File: src/rtl/dmem_access_pkg.sv
// dmem_access_pkg: shared FSM states, funct3 constants and LDX select codes.
package dmem_access_pkg;
   typedef enum logic [1:0] {S_IDLE, S_REQ, S_WAIT_RD, S_RESP} state_e;
   localparam logic [2:0] F3_LB  = 3'b000;
   localparam logic [2:0] F3_LH  = 3'b001;
   localparam logic [2:0] F3_LW  = 3'b010;
   localparam logic [2:0] F3_LBU = 3'b100;
   localparam logic [2:0] F3_LHU = 3'b101;
   localparam logic [2:0] F3_SB  = 3'b000;
   localparam logic [2:0] F3_SH  = 3'b001;
   localparam logic [2:0] F3_SW  = 3'b010;
   localparam logic [2:0] LDX_LW  = 3'b000;
   localparam logic [2:0] LDX_LHU = 3'b001;
   localparam logic [2:0] LDX_LH  = 3'b010;
   localparam logic [2:0] LDX_LBU = 3'b011;
   localparam logic [2:0] LDX_LB  = 3'b100;
   function automatic logic f3_legal(input logic st, input logic [2:0] f3);
      return st ? (f3 == F3_SB || f3 == F3_SH || f3 == F3_SW)
                : (f3 == F3_LB || f3 == F3_LH || f3 == F3_LW || f3 == F3_LBU || f3 == F3_LHU);
   endfunction
   function automatic logic [2:0] ldx_of(input logic [2:0] f3);
      return f3 == F3_LW ? LDX_LW : f3 == F3_LHU ? LDX_LHU : f3 == F3_LH ? LDX_LH :
             f3 == F3_LBU ? LDX_LBU : LDX_LB;
   endfunction
endpackage

File: src/rtl/dmem_access_store_align.sv
// store_align: byte-lane enables, lane-replicated store data and alignment check.
module store_align
   import dmem_access_pkg::*;
(
   input  logic [2:0]  funct3,
   input  logic [1:0]  addr_lo,
   input  logic [31:0] wdata,
   output logic [3:0]  mem_we,
   output logic [31:0] mem_wdata,
   output logic        misaligned
);
   logic b8, h16, w32;
   always_comb begin
      b8 = funct3 == F3_SB || funct3 == F3_LBU;
      h16 = funct3 == F3_SH || funct3 == F3_LHU;
      w32 = funct3 == F3_SW;
      mem_we = b8 ? 4'b0001 << addr_lo : h16 ? 4'b0011 << addr_lo : w32 ? 4'b1111 : 4'b0000;
      mem_wdata = b8 ? {4{wdata[7:0]}} : h16 ? {2{wdata[15:0]}} : wdata;
      misaligned = (h16 && addr_lo[0]) || (w32 && addr_lo != 2'b00);
   end
endmodule

File: src/rtl/dmem_access.sv
// dmem_access: multi-cycle load/store unit with req/ready handshake, rvalid return and timeout.
module dmem_access
   import dmem_access_pkg::*;
#(
   parameter int TIMEOUT = 255
) (
   input  logic        clk,
   input  logic        rst,
   input  logic        valid,
   input  logic        is_store,
   input  logic [2:0]  funct3,
   input  logic [31:0] addr,
   input  logic [31:0] wdata,
   output logic        stall,
   output logic        done,
   output logic        err,
   output logic [31:0] rdata_raw,
   output logic [2:0]  ldx_sel,
   output logic [1:0]  addr_lo,
   output logic        mem_req,
   output logic [31:0] mem_addr,
   output logic [3:0]  mem_we,
   output logic [31:0] mem_wdata,
   input  logic        mem_ready,
   input  logic        mem_rvalid,
   input  logic [31:0] mem_rdata
);
   localparam int CW = $clog2(TIMEOUT + 1);
   state_e state_q, state_d;
   logic [CW-1:0] cnt_q, cnt_d;
   logic st_q, done_q, err_q, err_d, mem_req_q;
   logic [31:0] rdata_q, mem_addr_q, mem_wdata_q, sa_wdata;
   logic [3:0] mem_we_q, sa_we;
   logic [2:0] ldx_q;
   logic [1:0] addr_lo_q;
   logic misaligned, bad, accept, busy, tmo;
   store_align u_align (
      .funct3(funct3),
      .addr_lo(addr[1:0]),
      .wdata(wdata),
      .mem_we(sa_we),
      .mem_wdata(sa_wdata),
      .misaligned(misaligned)
   );
   // Timeout beats a late mem_ready for loads so REQ+WAIT_RD never exceeds TIMEOUT cycles.
   always_comb begin
      accept = state_q == S_IDLE && valid;
      busy = state_q == S_REQ || state_q == S_WAIT_RD;
      bad = !f3_legal(is_store, funct3) || misaligned;
      tmo = cnt_q == CW'(TIMEOUT - 1);
      cnt_d = accept ? '0 : busy ? cnt_q + 1'b1 : cnt_q;
      state_d = state_q;
      err_d = 1'b0;
      case (state_q)
         S_IDLE: begin
            state_d = valid ? (bad ? S_RESP : S_REQ) : S_IDLE;
            err_d = bad;
         end
         S_REQ: begin
            state_d = (mem_ready && st_q) || tmo ? S_RESP : mem_ready ? S_WAIT_RD : S_REQ;
            err_d = !(mem_ready && st_q);
         end
         S_WAIT_RD: begin
            state_d = mem_rvalid || tmo ? S_RESP : S_WAIT_RD;
            err_d = !mem_rvalid;
         end
         default: state_d = S_IDLE;
      endcase
   end
   always_ff @(posedge clk) begin
      if (rst) begin
         state_q <= S_IDLE;
         cnt_q <= '0;
         st_q <= 1'b0;
         done_q <= 1'b0;
         err_q <= 1'b0;
         mem_req_q <= 1'b0;
         mem_addr_q <= '0;
         mem_we_q <= '0;
         mem_wdata_q <= '0;
         ldx_q <= '0;
         addr_lo_q <= '0;
         rdata_q <= '0;
      end else begin
         state_q <= state_d;
         cnt_q <= cnt_d;
         done_q <= state_d == S_RESP;
         err_q <= state_d == S_RESP && err_d;
         mem_req_q <= state_d == S_REQ;
         if (accept) begin
            st_q <= is_store;
            mem_addr_q <= {addr[31:2], 2'b00};
            mem_we_q <= is_store && !bad ? sa_we : 4'b0000;
            mem_wdata_q <= sa_wdata;
            ldx_q <= is_store || bad ? LDX_LW : ldx_of(funct3);
            addr_lo_q <= addr[1:0];
         end
         if (state_q == S_WAIT_RD && mem_rvalid) rdata_q <= mem_rdata;
      end
   end
   assign stall = accept || busy;
   assign done = done_q;
   assign err = err_q;
   assign rdata_raw = rdata_q;
   assign ldx_sel = ldx_q;
   assign addr_lo = addr_lo_q;
   assign mem_req = mem_req_q;
   assign mem_addr = mem_addr_q;
   assign mem_we = mem_we_q;
   assign mem_wdata = mem_wdata_q;
endmodule

File: config.mk
export PLATFORM = sky130hd
export DESIGN_NAME = dmem_access
export DESIGN_NICKNAME = d
export VERILOG_FILES = /design/src/rtl/dmem_access_pkg.sv /design/src/rtl/dmem_access_store_align.sv /design/src/rtl/dmem_access.sv
export SDC_FILE = /design/constraint.sdc
export NUM_CORES = 1
export LEC_CHECK = 0
export CAP_MARGIN = 20
export CORE_ASPECT_RATIO = 1.5
export CORE_MARGIN = 3
export CORE_UTILIZATION = 38
export DETAILED_ROUTE_END_ITERATION = 12
export PLACE_DENSITY_LB_ADDON = 0.05
export SKIP_CTS_REPAIR_TIMING = 1
export SYNTH_ARGS = -nofsm -noshare
export SYNTH_HDL_FRONTEND = slang
export SYNTH_HIERARCHICAL = 1
export SYNTH_SLANG_ARGS = --single-unit
File: constraint.sdc
create_clock -name clk -period 1.9 [get_ports clk]
set_clock_uncertainty 0.1 [all_clocks]
set_input_delay 0.475 -clock clk [delete_from_list [all_inputs] [get_ports clk]]
set_output_delay 0.475 -clock clk [all_outputs]
set_load 0.03 [all_outputs]
**Yosys cells after proc, flatten, opt, wreduce, memory -nomap -nowiden**

Index checks and enable logic that the tools add are counted.

- Mux-type cells: 19
- Shift operators: 2
- Equality and inequality tests: 9
- Add/subtract/negate cells: 1
- Reduce and logical (&&, ||, !) cells: 28

Operators with widths:

| operator | number |
|---|---|
| two-way mux 32 bit | 2 |
| two-way mux 4 bit | 4 |
| two-way mux 3 bit | 5 |
| logical OR 1 bit | 13 |
| adder 8 x 1 -> 8 bit, second input constant | 1 |
| == test 8 bit, second input constant | 1 |
| two-way mux 2 bit | 4 |
| logical AND 1 bit | 7 |
| == test 3 bit, second input constant | 2 |
| case mux 2 bit (3 select lines) | 1 |
| == test 2 x 1 -> 1 bit, second input constant | 2 |
| == test 2 bit, second input constant | 2 |
| zero test 1 bit | 4 |
| << shifter 1 x 2 -> 4 bit, first input constant | 1 |
| << shifter 2 x 2 -> 4 bit, first input constant | 1 |
| == test 3 x 1 -> 1 bit, second input constant | 1 |
| == test 3 x 2 -> 1 bit, second input constant | 1 |
| zero test 3 bit | 1 |
| case mux 1 bit (3 select lines) | 1 |
| zero test 2 bit | 1 |
| two-way mux 1 bit | 2 |
| nonzero test 2 bit | 1 |
| OR reduction 2 bit | 1 |

- Register bits after elaboration: 117
- Logic and storage cells: 71
- Input bits: 105

**Depth between registers and ports, before layout**

Gate-level depths: netlist (run 1).

- Word-level depth: 13
- Depth in mapped cells: 8
- Depth with buffers taken out: 7

**Hierarchy**

The synthesis (run 1) kept the hierarchy.

Modules (own cells, without submodules):

| module | seq. area each (um^2) | area each (um^2) | instances | cells each |
|---|---|---|---|---|
| dmem_access | 2,342.2 | 4,292.9 | 1 | 519 |
| store_align | 0.0 | 579.3 | 1 | 73 |

**Worst setup path before layout (run 1)**

No wires, ideal clock.

- Path kind: input-to-reg
- From: input funct3[0]
- To: register mem_req_q, in the netlist mem_req
- Data arrival time: 1,761 ps
- Required time: 1,735 ps
- Path slack: -26 ps
- Cell stages on the path: 8
- Setup time: 65 ps
- Path through: buf_4 > buf_8 > nand2_1 > nor2_1 > a31o_2 > o21bai_2 > a221oi_4 > nor2b_1

- Elaborated cells on any way between the ends: 20

RTL lines:

| what | line | source |
|---|---|---|
| from (decl) | dmem_access.sv:11 | `input logic [2:0] funct3,` |
| == test 3 x 1 -> 1 bit / == test 3 bit (equally long branches) | dmem_access_store_align.sv:15 | `h16 = funct3 == F3_SH \|\| funct3 == F3_LHU;` |
| logical OR 1 bit | dmem_access_store_align.sv:15 |  |
| logical AND 1 bit | dmem_access_store_align.sv:19 | `misaligned = (h16 && addr_lo[0]) \|\| (w32 && addr_lo != 2'b00);` |
| logical OR 1 bit (*) | dmem_access_store_align.sv:19 |  |
| via misaligned | dmem_access.sv:36 | `logic misaligned, bad, accept, busy, tmo;` |
| logical OR 1 bit (*) | dmem_access.sv:49 | `bad = !f3_legal(is_store, funct3) \|\| misaligned;` |
| two-way mux 2 bit (*) (2 in series) | dmem_access.sv:56 | `state_d = valid ? (bad ? S_RESP : S_REQ) : S_IDLE;` |
| case mux 2 bit (3 select lines) (*) | dmem_access.sv:54 | `case (state_q)` |
| == test 2 x 1 -> 1 bit (*) | dmem_access.sv:89 | `mem_req_q <= state_d == S_REQ;` |
| to (signal assigned) | dmem_access.sv:77 | `mem_req_q <= 1'b0;` |
| to (signal assigned) | dmem_access.sv:89 |  |
| to (decl) | dmem_access.sv:31 | `logic st_q, done_q, err_q, err_d, mem_req_q;` |

Mark *: on every way through the listed nets, which the timed path passes. The rest lies on a longest branch.
A chain may end at the register's enable or synchronous reset.

**Worst setup path in the final report (run 1)**

- From: register state_q[1]
- To: output stall

- Longest elaborated chain between the ends: 3
- Elaborated cells on any way between the ends: 6

Ends and longest elaborated chain:

| what | line | source |
|---|---|---|
| from (decl) | dmem_access.sv:29 | `state_e state_q, state_d;` |
| from (signal assigned) | dmem_access.sv:85 | `state_q <= state_d;` |
| == test 2 x 1 -> 1 bit / == test 2 bit (equally long branches) | dmem_access.sv:48 | `busy = state_q == S_REQ \|\| state_q == S_WAIT_RD;` |
| logical OR 1 bit (*) | dmem_access.sv:48 |  |
| via busy | dmem_access.sv:36 |  |
| logical OR 1 bit (*) | dmem_access.sv:101 | `assign stall = accept \|\| busy;` |
| to (decl) | dmem_access.sv:14 | `output logic stall,` |

Marks and branches as above.

==> results.md, run 1 <==
- GPL Wtd Cong: 0.817
- Crit path max fanout: 8
- Final setup margin: -0.0469 ns
- Final hold violation count: 0
- Top cell type's share of synthesized area: 48.1%
- Distinct cells, synth: 43
- Maximum clock frequency: 514 MHz
- Hold depth: 2
- CP Data Arrival Time: 1.37 ns
- Part of the power in registers: 34.8%
- Unrepaired setup endpoints after global routing: true
- Register-to-register setup slack: 0.29 ns
- Area of the core: 12500 um^2
- Die Y: 145 um
- Die ar.: 14200 um^2
- Most frequent cell after synthesis: nand2_1
- Final setup violating endpoints: 1
- Final period utilization: 102%
- Peak VDD IR: 0.624 mV
- Pre-antenna DRT Iters: 4
- Root buf cell: clkbuf_16
- Area leader, netlist: dfxtp_1
- Clk pin slew, worst setup/hold paths: 0.05 ns
- # port buffers: 211
- DRT iter0 DRCs: 84
- Mapped Area: 4870 um^2
- Final min period: 1.95 ns
- Final Max Tran Viols: 0
- Critical path's slowest cell: dfxtp_2
- Total Routing Usage GR: 19.4%
- Initial Utilization: 38.9%
- Result of the run: finished, violations left
- Setup crit start: state_q[1]$_SDFF_PP0_
- P&R area growth vs syn: 66.9%
- N_diodes: 0
- Area contributors post-synth: dfxtp_1, nand2_1, a21oi_1
- Final ANT Viol Nets: 0
- Sinks on Clock Net: 117
- Drt wl/cell: 14.7 um
- Post-Route Setup TNS: -0.0469 ns
- Overall routed net length: 14400 um
- Layout cell share with drive strength beyond 1: 13.0%
- Half-perimeter wire length after placement: 10700 um
- Mean Syn Cell Area: 8.23 um^2
- Initial antenna violation count: 1
- Crit path capture: stall
- Comb pwr share: 22.8%
- Yosys reg bits: 117
- Clock Power Share: 42.4%
- DR vias/cell: 4.79
- Net Switching: 2140 uW
- Cells after Synth: 592
- Cell area power density: 970 nW/um^2
- Type of the worst setup path: reg2out
- R2r endpoint: err$_SDFF_PP0_
- Vias in the first global route: 4561
- R2r worst-path depth: 6
- Row count: 50
- Main synth FF type: dfxtp_1
- WP data required: 1.32 ns
- Number of flops mapped to enable cells by yosys: 0
- Synth top cells by count: nand2_1, dfxtp_1, a21oi_1
- Die Wd: 98.5 um
- First-pass GRT wire length: 22200 um
- Sw Ratio: 27.2%
- CTS tree: built
- Post-synth ARST share: 0%
- Grt ovf: 0
- Hold Crit Class: in2reg
- Longest Clk Path Bufs: 2
- R2r startpoint: state_q[0]$_SDFF_PP0_
- Yosys warns: 6
- CP Launch Type: flop
- Total of max-cap violations: 0
- Worst skew pair latency: 0.40 ns
- Sequential share of the synthesized area: 48.1%
- Setup crit end kind: output pin
- Failing checks: setup timing
- Largest net degree at the start of global routing: 43
- H-tree levels: 4
- Hold slack: 0.320 ns
- Slowest stage delay, CP: 0.35 ns
- Num ports: 214
- Num CTS Buffers: 17
- Crit path cell chain: inv_2 -> ha_4 -> nand2b_4 -> buf_6
- Int Pwr: 5740 uW
- DRC errors left: 0
- Via count: 4684
- Leak: 0.00485 uW
- Final #Nets: 925
## cell usage in the layout, fill, tap and decap left out, types with 2 or more instances in the layout
cell | netlist | final
nand2_1 | 209 | 208
dfxtp_1 | 117 | 115
dlymetal6s2s_1 | 0 | 110
a21oi_1 | 99 | 99
clkdlybuf4s50_1 | 0 | 99
buf_4 | 18 | 35
clkbuf_16 | 0 | 17
mux2_2 | 16 | 16
nor2_1 | 14 | 14
o21ai_0 | 14 | 14
mux2i_1 | 11 | 11
ha_1 | 10 | 8
a22o_1 | 6 | 6
xor2_1 | 5 | 5
inv_1 | 8 | 4
inv_2 | 0 | 4
nand4_1 | 4 | 4
bufinv_16 | 0 | 4
clkinv_2 | 0 | 4
clkbuf_8 | 0 | 3
buf_12 | 0 | 3
nand2b_1 | 3 | 2
or3_1 | 2 | 2
nor3_1 | 2 | 2
conb_1 | 1 | 2
clkbuf_1 | 7 | 2
dfxtp_2 | 0 | 2
## registers in the layout, summed over array words and instances (netlist names)
name,count
done,1
cnt_q,8
mem_wdata,32
state_q,2
rdata_raw,32
err,1
st_q,1
mem_addr,30
ldx_sel,3
mem_we,4
addr_lo,2
mem_req,1
## cells by family after synthesis
group / synth area share [%]
fa+ha+maj: 2.57
simple gates: 20.6
mux: 5.96
flops: 48.1
xor+xnor: 1.08
compound gates: 14.9
other cells: 0.0770
buf+inv: 6.78
## critical path, delay by kind of cell (launching register included)
family | cells | cell delay (ns)
simple gates | 1 | 0.13
buf+inv | 2 | 0.19
fa+ha+maj | 1 | 0.30
flops | 1 | 0.35
## metal layers
metal / GRT usage [%] / up-vias / part of all wire [%]
met4: 7.41 / 2 / 1.4
met2: 34.5 / 164 / 52
met3: 7.48 / 15 / 8.0
met1: 20.9 / 2138 / 39
met5: 0 / - / 0.090
li1: - / 2365 / -
## through the flow
step	power [uW]	cells	worst slack [ns]	area [um^2]	util (%)
2_1_floorplan	3790	593	-0.00518	4880	-
3_3_place_gp	4570	946	-0.396	7190	57.5
3_5_place_dp	4600	946	-0.477	7190	57.5
4_1_cts	8000	977	-0.303	7810	62.4
5_1_grt	8230	978	-0.105	8130	65.0
6_report	7890	978	-0.0469	8130	65.0
## area by class of cell
type                            instances  area [um^2]
Fill cell                            1079         4380
Sequential cell                       117         2340
Multi-Input combinational cell        418         2240
Tap cell                              156          195
Inverter                                8         30.0
Clock buffer                           22          474
Timing Repair Buffer                  248         2700
Clock inverter                          9          149
## power by group through the flow
stage | Sequential [uW] | Clock, uW | Combinational [uW]
detailed placement | 2800 | 0 | 1800
finish | 2750 | 3350 | 1800
global placement | 2790 | 0 | 1780
global route | 2770 | 3530 | 1940
CTS | 2750 | 3440 | 1810
floorplan | 3130 | 0 | 663
## worst min path at each step
stage	startpoint	to	slack, ns
2_1_floorplan	st_q$_SDFFE_PP0P_	st_q$_SDFFE_PP0P_	0.34
3_3_place_gp	mem_wdata[14]$_SDFFE_PP0P_	mem_wdata[14]$_SDFFE_PP0P_	0.34
3_5_place_dp	mem_addr[12]$_SDFFE_PP0P_	mem_addr[12]$_SDFFE_PP0P_	0.35
4_1_cts	rst	rdata_raw[10]$_SDFFE_PP0P_	0.30
5_1_grt	rst	rdata_raw[3]$_SDFFE_PP0P_	0.33
6_report	rst	rdata_raw[10]$_SDFFE_PP0P_	0.32
Note: power is estimated with default switching activity, not from simulation.
==> inputs of run 2 (changes only) <==
--- a/config.mk
+++ b/config.mk
@@ -5,7 +5,7 @@
 export SDC_FILE = /design/constraint.sdc
 export NUM_CORES = 1
 export LEC_CHECK = 0
-export CAP_MARGIN = 20
+export CAP_MARGIN = 0
 export CORE_ASPECT_RATIO = 1.5
 export CORE_MARGIN = 3
 export CORE_UTILIZATION = 38
==> constraint.sdc (replaced) <==
create_clock -name clk -period 1.9 [get_ports clk]
set_clock_uncertainty 0.1 [all_clocks]
set_input_delay 0.19 -clock clk [delete_from_list [all_inputs] [get_ports clk]]
set_output_delay 0.19 -clock clk [all_outputs]
set_load 0.03 [all_outputs]
==> run 2 against run 1 <==
Effect of this change: the run now ends clean; setup slack improved by 0.12 ns; sequential share of layout area increased by 1.4 points; first-iteration DRC count increased by 19%; fmax increased by 6.4%; clock power about the same; cell count decreased by 0.92%; critical path depth increased by 1; die area unchanged; register-to-register slack got worse by 0.06 ns; sequential cell count unchanged.
==> results.md, run 2 (synthesis results as in run 1) <==
- # port buffers: 211
- Total power: 7840 uW
- First-pass GRT wire length: 22300 um
- Vias in the first global route: 4553
- Register-to-register setup slack: 0.23 ns
- Placed insts: 934
- Initial Utilization: 38.9%
- GPL Wtd Cong: 0.835
- Final min period: 1.83 ns
- Final Max Tran Viols: 0
- Die ar.: 14200 um^2
- Final #Nets: 915
- P&R area growth vs syn: 59.0%
- Crit path cell chain: inv_1 -> ha_4 -> buf_4 -> nand2b_1 -> buf_4
- Peak VDD IR: 0.635 mV
- Core Util, Final: 61.9%
- Total of max-cap violations: 0
- Buffers & Inverters on Critical Path: 3
- Final period utilization: 96.3%
- Type of the worst setup path: reg2out
- Commonest non-fill, non-tap cells in the layout: clkdlybuf4s50_1, nand2_1, dfxtp_1, a21oi_1, buf_4
- Die Wd: 98.5 um
- Leak: 0.00294 uW
- Area of the core: 12500 um^2
- H-tree levels: 4
- Sinks on Clock Net: 117
- Critical path's slowest cell: dfxtp_2
- CP Data Arrival Time: 1.54 ns
- DRC errors left: 0
- WP data required: 1.61 ns
- Total Routing Usage GR: 19.5%
- Worst skew pair latency: 0.40 ns
- DR vias/cell: 4.86
- Num CTS Buffers: 17
- Row count: 50
- Result of the run: completed
- Drt wl/cell: 14.5 um
- Die Y: 145 um
- R2r endpoint: ldx_sel[0]$_SDFFE_PP0P_
- N_diodes: 0
- Half-perimeter wire length after placement: 10400 um
- Most frequent CP cell: buf_4
- R2r startpoint: state_q[0]$_SDFF_PP0_
- Pre-antenna DRT Iters: 4
- Top delay family on crit path: buffers and inverters
- Grt ovf: 0
- Cell area power density: 1010 nW/um^2
- Clk pin slew, worst setup/hold paths: 0.05 ns
- CP Launch Type: flop
- Crit path max fanout: 7
- Cell count along the critical path: 5
- Root buf cell: clkbuf_16
- Final ANT Viol Nets: 0
- Final setup violating endpoints: 0
- Most common cell after layout, fill and taps aside: clkdlybuf4s50_1
- DRT iter0 DRCs: 100
- Initial antenna violation count: 0
- Setup crit end kind: output pin
- Layout cell share with drive strength beyond 1: 11.2%
- Crit path capture: stall
- Overall routed net length: 14100 um
- Num ports: 214
- Slowest stage delay, CP: 0.34 ns
- Largest net degree at the start of global routing: 45
- Layout Cells excl Fill: 969
- Final hold violation count: 0
- Via count: 4710
- Longest Clk Path Bufs: 2
- Hold Crit Class: in2reg
- CTS tree: built
- Maximum clock frequency: 547 MHz
- R2r worst-path depth: 7
- Setup crit start: state_q[0]$_SDFF_PP0_
==> run 2: cell count changes in the layout (fill, tap and decap cells not counted), sizes merged <==
cell / delta
clkinvlp: +1
buf: -10
clkinv: +1
dlymetal6s2s: -110
inv: -1
clkdlybuf4s50: +110
==> run 2: final cells by class <==
type                       count  area [um^2]
inverter                       8         30.0
clock buffer                  22          464
sequential                   117         2340
clock inverter                10          153
tap                          156          195
fill                        1122         4770
timing repair buffer         238         2330
multi-input combinational    418         2220
==> run 2: power by group <==
part	internal, uW	switching [uW]	total (uW)	leakage, uW
registers	2650	101	2750	0.000955
clock network	2250	1070	3320	0.000304
logic	797	975	1770	0.00168
total	5700	2140	7840	0.00294
==> run 2: how the worst min path moves through the flow <==
stage	start	end	slack (ns)	cells after the start
CTS	rst	rdata_raw[1]$_SDFFE_PP0P_	0.1	2
global route	rst	mem_addr[14]$_SDFFE_PP0P_	0.12	2
global placement	rdata_raw[30]$_SDFFE_PP0P_	rdata_raw[30]$_SDFFE_PP0P_	0.34	2
floorplan	funct3[2]	ldx_sel[0]$_SDFFE_PP0P_	0.22	1
detailed placement	mem_addr[27]$_SDFFE_PP0P_	mem_addr[27]$_SDFFE_PP0P_	0.35	2
finish	rst	rdata_raw[9]$_SDFFE_PP0P_	0.11	2
==> run 2: metrics by stage <==
stage,setup TNS (ns),instance area [um^2],worst slack (ns),hold WS [ns]
after floorplan,0,4880,0.259,0.221
final,0,7750,0.0705,0.114
after detailed placement,-1.88,7090,-0.225,0.346
after global routing,-0.0160,7750,-0.0160,0.120
after global placement,-1.42,7090,-0.186,0.341
after CTS,-0.262,7700,-0.262,0.0967
==> run 2: routing by layer <==
metal	vias up	share of wire (%)	routed length (um)	GRT usage (%)
li1	2354	-	-	-
met1	2169	40	5590	21.0
met2	175	51	7160	35.1
met3	12	8.5	1190	7.96
met4	0	0.92	129	5.90
met5	-	0	0	0
==> run 2: worst register-to-register path, cell delays in order, from the launching register on <==
cell,delay (ns)
dfxtp_2,0.33
inv_1,0.12
ha_4,0.17
nand2_4,0.13
buf_4,0.20
nor2_1,0.07
nor4b_2,0.31
a22o_2,0.19
==> inputs of run 3 (changes only) <==
--- a/config.mk
+++ b/config.mk
@@ -9,9 +9,9 @@
 export CORE_ASPECT_RATIO = 1.5
 export CORE_MARGIN = 3
 export CORE_UTILIZATION = 38
+export CTS_BUF_LIST = sky130_fd_sc_hd__clkbuf_16
 export DETAILED_ROUTE_END_ITERATION = 12
 export PLACE_DENSITY_LB_ADDON = 0.05
-export SKIP_CTS_REPAIR_TIMING = 1
 export SYNTH_ARGS = -nofsm -noshare
 export SYNTH_HDL_FRONTEND = slang
 export SYNTH_HIERARCHICAL = 1
==> run 3 against run 2 <==
Effect of this change: via count down 0.23%; sequential power about the same; largest cell class unchanged; count of clock-buffer cells in the layout decreased by 5; combinational power about the same; register-to-register slack improved by 0.06 ns; total power decreased by 1.4%; largest power group unchanged; first-iteration DRC count increased by 17%; setup slack better by 0.030 ns; die area unchanged.
==> results.md, run 3 (synthesis results as in run 1) <==
- Result of the run: completed
- Clk pin slew, worst setup/hold paths: 0.05 ns
- Most common cell after layout, fill and taps aside: clkdlybuf4s50_1
- Via count: 4699
- Initial Utilization: 38.9%
- Buffers & Inverters on Critical Path: 3
- N_diodes: 0
- Total Routing Usage GR: 19.7%
- Post-Place Cell Area: 7090 um^2
- Register-to-register setup slack: 0.29 ns
- Longest Clk Path Bufs: 2
- Vias in the first global route: 4569
- Row count: 50
- Final Max Tran Viols: 0
- Num CTS Buffers: 17
- Layout Cells excl Fill: 967
- Peak VDD IR: 0.634 mV
- Hold Crit Class: in2reg
- Final hold violation count: 0
- DRT iter0 DRCs: 117
- Final period utilization: 94.7%
- Sinks on Clock Net: 117
- Initial antenna violation count: 0
- DRC errors left: 0
- Commonest non-fill, non-tap cells in the layout: clkdlybuf4s50_1, nand2_1, dfxtp_1, a21oi_1, buf_4
- Overall routed net length: 14000 um
- Area of the core: 12500 um^2
- Setup crit start: state_q[1]$_SDFF_PP0_
- Final ANT Viol Nets: 0
- Pre-CTS WS: -0.225 ns
- WP data required: 1.61 ns
- Total of max-cap violations: 0
- Final #Nets: 913
- Cell count along the critical path: 5
- CTS tree: built
- Maximum clock frequency: 556 MHz
- P&R area growth vs syn: 58.3%
- Final setup margin: 0.100 ns
- Slowest stage delay, CP: 0.33 ns
- Cts-stage hold buffer count: 0
- Num ports: 214
- CP Launch Type: flop
- Die Y: 145 um
- Final min period: 1.80 ns
- Drt wl/cell: 14.5 um
- Pre-antenna DRT Iters: 4
- Total power: 7730 uW
- Root buf cell: clkbuf_16
- R2r endpoint: err$_SDFF_PP0_
- GPL Wtd Cong: 0.835
- Critical path's slowest cell: dfxtp_2
- Largest net degree at the start of global routing: 45
- Half-perimeter wire length after placement: 10400 um
- Leak: 0.00293 uW
- First-pass GRT wire length: 22400 um
- Final setup violating endpoints: 0
- R2r worst-path depth: 6
- Worst skew pair latency: 0.40 ns
- Crit path capture: stall
- # port buffers: 211
- Setup crit end kind: output pin
- Die ar.: 14200 um^2
- CP Data Arrival Time: 1.51 ns
- Type of the worst setup path: reg2out
- Die Wd: 98.5 um
- R2r startpoint: state_q[0]$_SDFF_PP0_
- Design Area, Final: 7710 um^2
- Unrepaired setup endpoints after global routing: false
- Placed insts: 934
- Crit path max fanout: 7
- H-tree levels: 4
- Layout cell share with drive strength beyond 1: 10.9%
- DR vias/cell: 4.86
- Crit path cell chain: inv_1 -> ha_4 -> buf_4 -> nand2b_1 -> buf_4
- Cell area power density: 1000 nW/um^2
- Most frequent CP cell: buf_4
- Grt ovf: 0
- Top delay family on crit path: buffers and inverters
## run 3: changes by cell type in the layout (fill, tap and decap cells not counted)
cell      before  now
clkinv_1       0    2
inv_2          0    1
buf_4         27   25
clkbuf_1       3    0
clkbuf_8       2    0
inv_1          8   10
## run 3: worst min path at each step
stage                               startpoint                          to  slack (ns)  cells past startpoint
floorplan                            funct3[2]     ldx_sel[0]$_SDFFE_PP0P_        0.22                      1
global route                               rst   mem_addr[14]$_SDFFE_PP0P_        0.12                      2
global placement    rdata_raw[30]$_SDFFE_PP0P_  rdata_raw[30]$_SDFFE_PP0P_        0.34                      2
CTS                                        rst   rdata_raw[1]$_SDFFE_PP0P_         0.1                      2
finish                                     rst   rdata_raw[9]$_SDFFE_PP0P_        0.12                      2
detailed placement   mem_addr[27]$_SDFFE_PP0P_   mem_addr[27]$_SDFFE_PP0P_        0.35                      2
## run 3: power by group
part	switching [uW]	internal [uW]
sequential	102	2650
clock	1060	2150
combinational	974	790
## run 3: cell type report
cell class                 instances  area (um^2)
multi-input combinational        418         2220
fill                            1126         4800
inverter                           8         30.0
sequential                       117         2340
tap                              156          195
clock inverter                    15          171
clock buffer                      17          425
timing repair buffer             236         2320
## run 3: through the flow
stage               setup TNS, ns  utilization (%)  hold slack, ns
floorplan                       0                -           0.221
global placement            -1.42             56.6           0.341
detailed placement          -1.88             56.6           0.346
CTS                             0             61.6          0.0967
global route                    0             61.6           0.120
finish                          0             61.6           0.115
## run 3: routing by layer
| layer | routed length (um) | track usage, % |
|---|---|---|
| met5 | 0 | 0 |
| met2 | 7150 | 35.4 |
| met1 | 5600 | 21.2 |
| met4 | 121 | 5.90 |
| met3 | 1180 | 7.96 |
## run 3: timing repair
| item | 4_1_cts | 5_1_grt |
|---|---|---|
| setup buffers | 1 | 0 |
| setup endpoints to repair | 1 | 1 |
| resized for setup | 4 | 1 |
| pin swaps | 1 | 0 |
